==> src/rtl/lookupflow_tbl.sv <==
// Flow-lookup engine: walks a DEPTH-entry masked dst-IP table one entry per cycle
// and returns the first matching entry's forward mask, or a miss error.
module lookupflow_tbl #(
  parameter int unsigned NPORT  = 4,
  parameter int unsigned DEPTH  = 8,
  parameter int unsigned AW     = 3,
  parameter int unsigned DATA_W = 116
) (
  input  logic              sys_clk,
  input  logic              sys_rst_n,
  input  logic              of_lookup_req,
  input  logic [DATA_W-1:0] of_lookup_data,
  output logic              of_lookup_busy,
  output logic              of_lookup_ack,
  output logic              of_lookup_err,
  output logic [NPORT-1:0]  of_lookup_fwd_port,
  input  logic              tbl_we,
  input  logic [AW-1:0]     tbl_addr,
  input  logic              tbl_valid,
  input  logic [31:0]       tbl_key,
  input  logic [31:0]       tbl_mask,
  input  logic [NPORT-1:0]  tbl_port,
  output logic [31:0]       stat_lookup_cnt,
  output logic [31:0]       stat_miss_cnt,
  output logic [31:0]       stat_drop_cnt
);

  typedef enum logic {IDLE = 1'b0, SEARCH = 1'b1} state_e;

  state_e state_q, state_d;

  logic [DEPTH-1:0] tv_q, tv_d;
  logic [31:0]      tk_q [DEPTH];
  logic [31:0]      tk_d [DEPTH];
  logic [31:0]      tm_q [DEPTH];
  logic [31:0]      tm_d [DEPTH];
  logic [NPORT-1:0] tp_q [DEPTH];
  logic [NPORT-1:0] tp_d [DEPTH];

  logic [31:0]      ip_q, ip_d;
  logic [AW-1:0]    idx_q, idx_d;
  logic             busy_q, busy_d;
  logic             ack_q, ack_d;
  logic             err_q, err_d;
  logic [NPORT-1:0] fwd_q, fwd_d;
  logic [31:0]      look_cnt_q, look_cnt_d;
  logic [31:0]      miss_cnt_q, miss_cnt_d;
  logic [31:0]      drop_cnt_q, drop_cnt_d;

  logic hit_c;
  logic last_c;
  logic unused_key_bits_c;

  // Only the dst IP participates in matching.
  assign unused_key_bits_c = ^of_lookup_data[DATA_W-1:32];

  function automatic logic [31:0] sat_inc(input logic [31:0] v);
    return (v == 32'hFFFF_FFFF) ? v : v + 32'd1;
  endfunction

  assign hit_c  = tv_q[idx_q] && (((ip_q ^ tk_q[idx_q]) & tm_q[idx_q]) == 32'd0);
  assign last_c = (32'(idx_q) == DEPTH - 32'd1);

  // Table write port; an entry read this cycle still sees its old contents.
  always_comb begin
    tv_d = tv_q;
    tk_d = tk_q;
    tm_d = tm_q;
    tp_d = tp_q;
    if (tbl_we && (32'(tbl_addr) < DEPTH)) begin
      tv_d[tbl_addr] = tbl_valid;
      tk_d[tbl_addr] = tbl_key;
      tm_d[tbl_addr] = tbl_mask;
      tp_d[tbl_addr] = tbl_port;
    end
  end

  always_ff @(posedge sys_clk) begin
    if (!sys_rst_n) begin
      state_q    <= IDLE;
      tv_q       <= '0;
      ip_q       <= '0;
      idx_q      <= '0;
      busy_q     <= 1'b0;
      ack_q      <= 1'b0;
      err_q      <= 1'b0;
      fwd_q      <= '0;
      look_cnt_q <= '0;
      miss_cnt_q <= '0;
      drop_cnt_q <= '0;
      for (int i = 0; i < int'(DEPTH); i++) begin
        tk_q[i] <= '0;
        tm_q[i] <= '0;
        tp_q[i] <= '0;
      end
    end else begin
      state_q    <= state_d;
      tv_q       <= tv_d;
      tk_q       <= tk_d;
      tm_q       <= tm_d;
      tp_q       <= tp_d;
      ip_q       <= ip_d;
      idx_q      <= idx_d;
      busy_q     <= busy_d;
      ack_q      <= ack_d;
      err_q      <= err_d;
      fwd_q      <= fwd_d;
      look_cnt_q <= look_cnt_d;
      miss_cnt_q <= miss_cnt_d;
      drop_cnt_q <= drop_cnt_d;
    end
  end

  always_comb begin
    state_d = state_q;
    unique case (state_q)
      IDLE:    if (of_lookup_req) state_d = SEARCH;
      SEARCH:  if (hit_c || last_c) state_d = IDLE;
      default: state_d = IDLE;
    endcase
  end

  // Datapath and registered outputs; the search ends on first hit or last entry.
  always_comb begin
    ip_d       = ip_q;
    idx_d      = idx_q;
    ack_d      = 1'b0;
    err_d      = 1'b0;
    fwd_d      = fwd_q;
    look_cnt_d = look_cnt_q;
    miss_cnt_d = miss_cnt_q;
    drop_cnt_d = drop_cnt_q;
    busy_d     = (state_d == SEARCH);
    unique case (state_q)
      IDLE: begin
        if (of_lookup_req) begin
          ip_d       = of_lookup_data[31:0];
          idx_d      = '0;
          look_cnt_d = sat_inc(look_cnt_q);
        end
      end
      SEARCH: begin
        if (of_lookup_req) drop_cnt_d = sat_inc(drop_cnt_q);
        if (hit_c) begin
          ack_d = 1'b1;
          fwd_d = tp_q[idx_q];
        end else if (last_c) begin
          ack_d      = 1'b1;
          err_d      = 1'b1;
          fwd_d      = '0;
          miss_cnt_d = sat_inc(miss_cnt_q);
        end else begin
          idx_d = idx_q + AW'(1);
        end
      end
      default: ;
    endcase
  end

  assign of_lookup_busy     = busy_q;
  assign of_lookup_ack      = ack_q;
  assign of_lookup_err      = err_q;
  assign of_lookup_fwd_port = fwd_q;
  assign stat_lookup_cnt    = look_cnt_q;
  assign stat_miss_cnt      = miss_cnt_q;
  assign stat_drop_cnt      = drop_cnt_q;

endmodule

==> config.mk <==
export PLATFORM = sky130hd
export DESIGN_NAME = lookupflow_tbl
export DESIGN_NICKNAME = d
export VERILOG_FILES = /design/src/rtl/lookupflow_tbl.sv
export SDC_FILE = /design/constraint.sdc
export NUM_CORES = 2
export LEC_CHECK = 0
export CAP_MARGIN = 20
export CORE_AREA = 2 2 461 234
export CTS_CLUSTER_SIZE = 30
export DETAILED_ROUTE_END_ITERATION = 6
export DIE_AREA = 0 0 463 236
export SYNTH_ARGS = -nofsm -noshare
export SYNTH_HDL_FRONTEND = slang
export SYNTH_SLANG_ARGS = --single-unit
==> constraint.sdc <==
create_clock -name sys_clk -period 8 [get_ports sys_clk]
set_clock_uncertainty 0.05 [all_clocks]
set_input_delay 1.6 -clock sys_clk [delete_from_list [all_inputs] [get_ports sys_clk]]
set_output_delay 1.6 -clock sys_clk [all_outputs]
set_load 0.005 [all_outputs]
==> flow_summary.rst <==
.. list-table::
   :header-rows: 1

   * - Metric
     - Value
   * - Total placed cells including tap cells
     - between 5000 and 6000
   * - Register bit count reported by yosys
     - 690
   * - Remaining routing DRC violations
     - 0
   * - Ratio of cells with drive above 1 in the final layout
     - 5.48%
   * - Total power after layout
     - between 0.007 and 0.008 W
   * - Type of element launching the critical path
     - flop
   * - Root Driver
     - clkbuf_16
   * - Initial standard-cell utilization of the core
     - 28.6%
   * - Power density over cell area
     - around 210 nW/um2
   * - Synth cell types
     - 76
   * - Setup tns final
     - 0 ns
   * - Run status
     - complete, no violations
   * - Number of cells traversed by the worst register-to-register path
     - 10
   * - Largest cells by area after synthesis
     - dfxtp_1, nand2_1, a21oi_1, xor2_1, clkbuf_1
   * - CP cell instances
     - buf_4 > nand2_1 > a221oi_1 > a21oi_1 > a22oi_1 > a22oi_1 > or4_4 > nor2_8 > nor3b_2 > o21a_1
   * - Leak pwr
     - 12.0 nW
   * - H-tree depth
     - 3
   * - CTS Sinks
     - 690
   * - Kind of end point of the critical path
     - flop
   * - Gpl congestion
     - 0.841
   * - Max Cap Violations
     - 0
   * - Number of post-CTS setup repair buffers
     - 0
   * - Most used flip-flop cell after synthesis
     - dfxtp_1
   * - Proportion of netlist area held by the largest area contributor
     - 45.6%
   * - Final critical-path share of the clock period
     - 57.6%
   * - Finished Cell Area
     - 35300 um2
   * - Global-route wire length before repair
     - 151000 um
   * - Dpl hpwl
     - 62200 um
   * - Part of the power in registers
     - 48.1%
   * - Longest Clk Path Bufs
     - 3
   * - Max Transition Viols Final
     - 0
   * - Delay of the slowest cell on the worst path
     - ~0.70 ns
   * - Average via count per standard cell
     - approximately 5.0
   * - Post-synth EDFFs
     - 0
   * - Worst Hold Depth
     - 2
   * - Avg Cell Area, Syn
     - 7.94 um2
   * - Clock network latency to the later pin of the worst-skew pair
     - ~0.65 ns
   * - Hold Crit Class
     - reg2reg
   * - Worst Path Class, Setup
     - reg2reg
   * - Final count of hold timing violations
     - 0
   * - Register area
     - ~14000 um2
   * - Cell mode on critical path
     - a22oi_1
   * - Number of buffers created by CTS
     - 66
   * - Post-synthesis instance area
     - 30300 um2
   * - Mapped Nets
     - 4011
   * - Number of synthesis warnings
     - 0
   * - Period minus WS final
     - 4.61 ns
   * - Master of the slowest instance on the critical path
     - dfxtp_4
   * - Area of the die
     - 109000 um2
   * - Clock network fraction of design power
     - between 40% and 50%
   * - Post-synth top area cell
     - dfxtp_1
   * - Overall global routing resource usage
     - 17.9%
   * - Required @ worst endpoint
     - 8.49 ns
   * - Number of DRC markers after the initial detailed-route iteration
     - 2759
   * - Largest net degree at the start of global routing
     - 234
   * - Count of standard-cell rows
     - 85
   * - Largest voltage drop on the vdd net
     - 0.000135 V
   * - Die height
     - 236 um
   * - TritonCTS clock tree
     - yes
   * - RSZ-0062 raised after global routing
     - no
   * - Hold-fix buffer count after cts
     - 0
   * - Switching power total
     - 0.00192 W
   * - P_int
     - ~0.0055 W
   * - Post-synthesis to final-layout area growth
     - 16.6%
   * - Global Route met2 Usage
     - about 25%
   * - Final std cells w/o fill
     - 5281
   * - Cell count after synthesis
     - 3814
   * - Antenna viol nets, final
     - 0
   * - Arr. time, crit path
     - 5.09 ns
   * - X dimension of the die
     - 463 um
   * - I/O pin count
     - slightly below 300
   * - Max Freq
     - 0.217 GHz
   * - Worst-Margin Slew
     - 1.22 ns
   * - Number of global-route vias before repair
     - 24000
   * - Number of iterations in the first detailed-routing pass
     - 6
   * - Vias
     - 26200
   * - Area of the multi-input gates
     - 14900 um2
   * - Post-DP Area
     - 33000 um2
   * - Met1 Usage GRT
     - 27.0%
   * - Post-cts sizing count
     - 0
   * - Clock edge transition at the registers on the reported setup and hold paths
     - 0.07 ns
   * - Final-report setup violation count
     - 0
   * - Asr flop ratio synth
     - 0%
   * - Worst slew margin relative to its limit
     - 18.4%
   * - Initial antenna violation count
     - 12
   * - Biggest fanout along the worst timing path
     - 44
   * - Sequential share of the synthesized area
     - a little under half
   * - Post-detailed-routing wire length
     - 100000 um
   * - Global route hottest layer
     - met1
   * - Final layout net count
     - roughly 4000
   * - Average wire length per cell after detail routing
     - 19.0 um
   * - Count of filler cells inserted in the layout
     - 10900
   * - Congestion Overflow GR
     - 0
   * - Switch share
     - between 20% and 30%
   * - Met3 track utilization from global routing
     - 5.23%
   * - Std-Cell Core Area
     - 106000 um2
   * - Combinational share of power
     - 7.5%
   * - IO buf count
     - between 200 and 250
-- layout by cell type, fill, tap and decap left out, types with 6 or more instances in the layout --
| cell type | instances |
|---|---|
| a221oi_1 | 25 |
| clkbuf_1 | 11 |
| nand2b_1 | 29 |
| clkbuf_16 | 69 |
| clkinv_2 | 12 |
| dfxtp_1 | 688 |
| nand2_1 | 1287 |
| o221ai_1 | 11 |
| and4_1 | 8 |
| nor2_1 | 68 |
| mux2i_1 | 36 |
| a22oi_1 | 39 |
| clkbuf_8 | 13 |
| xor2_1 | 207 |
| or3_1 | 20 |
| mux4_2 | 35 |
| nor4_1 | 12 |
| a21oi_1 | 621 |
| or4_1 | 8 |
| nor3_1 | 19 |
| inv_1 | 25 |
| diode_2 | 11 |
| clkdlybuf4s50_1 | 209 |
| and3_1 | 22 |
| o31ai_1 | 10 |
| and2_1 | 21 |
| nor3b_1 | 6 |
| o32ai_1 | 15 |
| nor2_4 | 6 |
| o211ai_1 | 6 |
| nand3_1 | 56 |
| buf_4 | 26 |
| o21ai_0 | 13 |
| nand4_1 | 16 |
| xnor2_1 | 69 |
-- worst paths after layout --
path                                    end  slack, ns                    from
hold / removal       tk_q[191]$_SDFFE_PN0P_       0.40  tk_q[191]$_SDFFE_PN0P_
hold reg to reg      tk_q[191]$_SDFFE_PN0P_       0.40  tk_q[191]$_SDFFE_PN0P_
setup reg to reg  of_lookup_busy$_SDFF_PN0_       3.39   idx_q[1]$_SDFFE_PN0P_
setup / recovery  of_lookup_busy$_SDFF_PN0_       3.39   idx_q[1]$_SDFFE_PN0P_
-- cell usage after synthesis, types with 28 or more instances --
master	count
buf_4	28
clkbuf_1	213
xnor2_1	69
nand2b_1	30
nand2_1	1290
xor2_1	207
nor2_1	74
a22oi_1	39
mux4_2	35
dfxtp_1	690
mux2i_1	36
clkbuf_2	45
a21oi_1	621
nand3_1	60
-- sequential cells by signal, summed over array words and instances (netlist names) --
register and count:
of_lookup_ack 1, of_lookup_busy 1, idx_q 3, tm_q 256
of_lookup_err 1, tp_q 32, stat_miss_cnt 32, ip_q 32
tv_q 8, of_lookup_fwd_port 4, stat_drop_cnt 32, stat_lookup_cnt 32
tk_q 256
-- cells by family (layout without fill, tap and decap cells) --
family | count (synthesis) | count (layout) | share of synthesized area [%]
compound gates | 798 | 798 | 14.9
xor+xnor | 276 | 276 | 7.98
fa+ha+maj | 5 | 5 | 0.207
buf+inv | 365 | 386 | 5.50
flops | 690 | 690 | 45.6
mux | 76 | 76 | 3.98
other cells | 0 | 11 | 0
simple gates | 1604 | 1604 | 21.8
-- power groups by stage --
stage	combinational (W)	clock (W)	sequential, W
floorplan	0.000395	0	0.00361
global placement	0.000546	0	0.00366
detailed placement	0.000553	0	0.00367
CTS	0.000556	0.00339	0.00359
global route	0.000610	0.00353	0.00360
finish	0.000563	0.00332	0.00359
-- area by class of cell --
class / count / share of cell area (%)
multi-input combinational: 2759 / 42.3
sequential: 690 / 39.1
timing repair buffer: 241 / 6.76
clock buffer: 93 / 5.51
tap: 1435 / 5.08
clock inverter: 25 / 0.797
inverter: 27 / 0.308
antenna: 11 / 0.0780
-- through the flow --
| step | utilization, % | hold slack [ns] | setup slack (ns) |
|---|---|---|---|
| after global routing | 33.3 | 0.417 | 3.10 |
| final | 33.3 | 0.402 | 3.39 |
| after detailed placement | 31.1 | 0.395 | 3.39 |
| after floorplan | - | 0.382 | 4.76 |
| after global placement | 31.1 | 0.388 | 3.42 |
| after CTS | 33.2 | 0.404 | 3.47 |
-- worst max-delay path: cells and delay by family (launching register included) --
family | cells | cell delay (ns)
compound gates | 5 | 1.24
buf+inv | 1 | 0.60
flops | 1 | 0.70
simple gates | 4 | 1.87
-- metal layers --
layer	vias up	wire [um]
met4	8	1380
met3	100	10100
li1	12600	-
met1	12600	48300
met5	-	56
met2	947	40500
No activity file was read; power rests on OpenSTA's default activity.
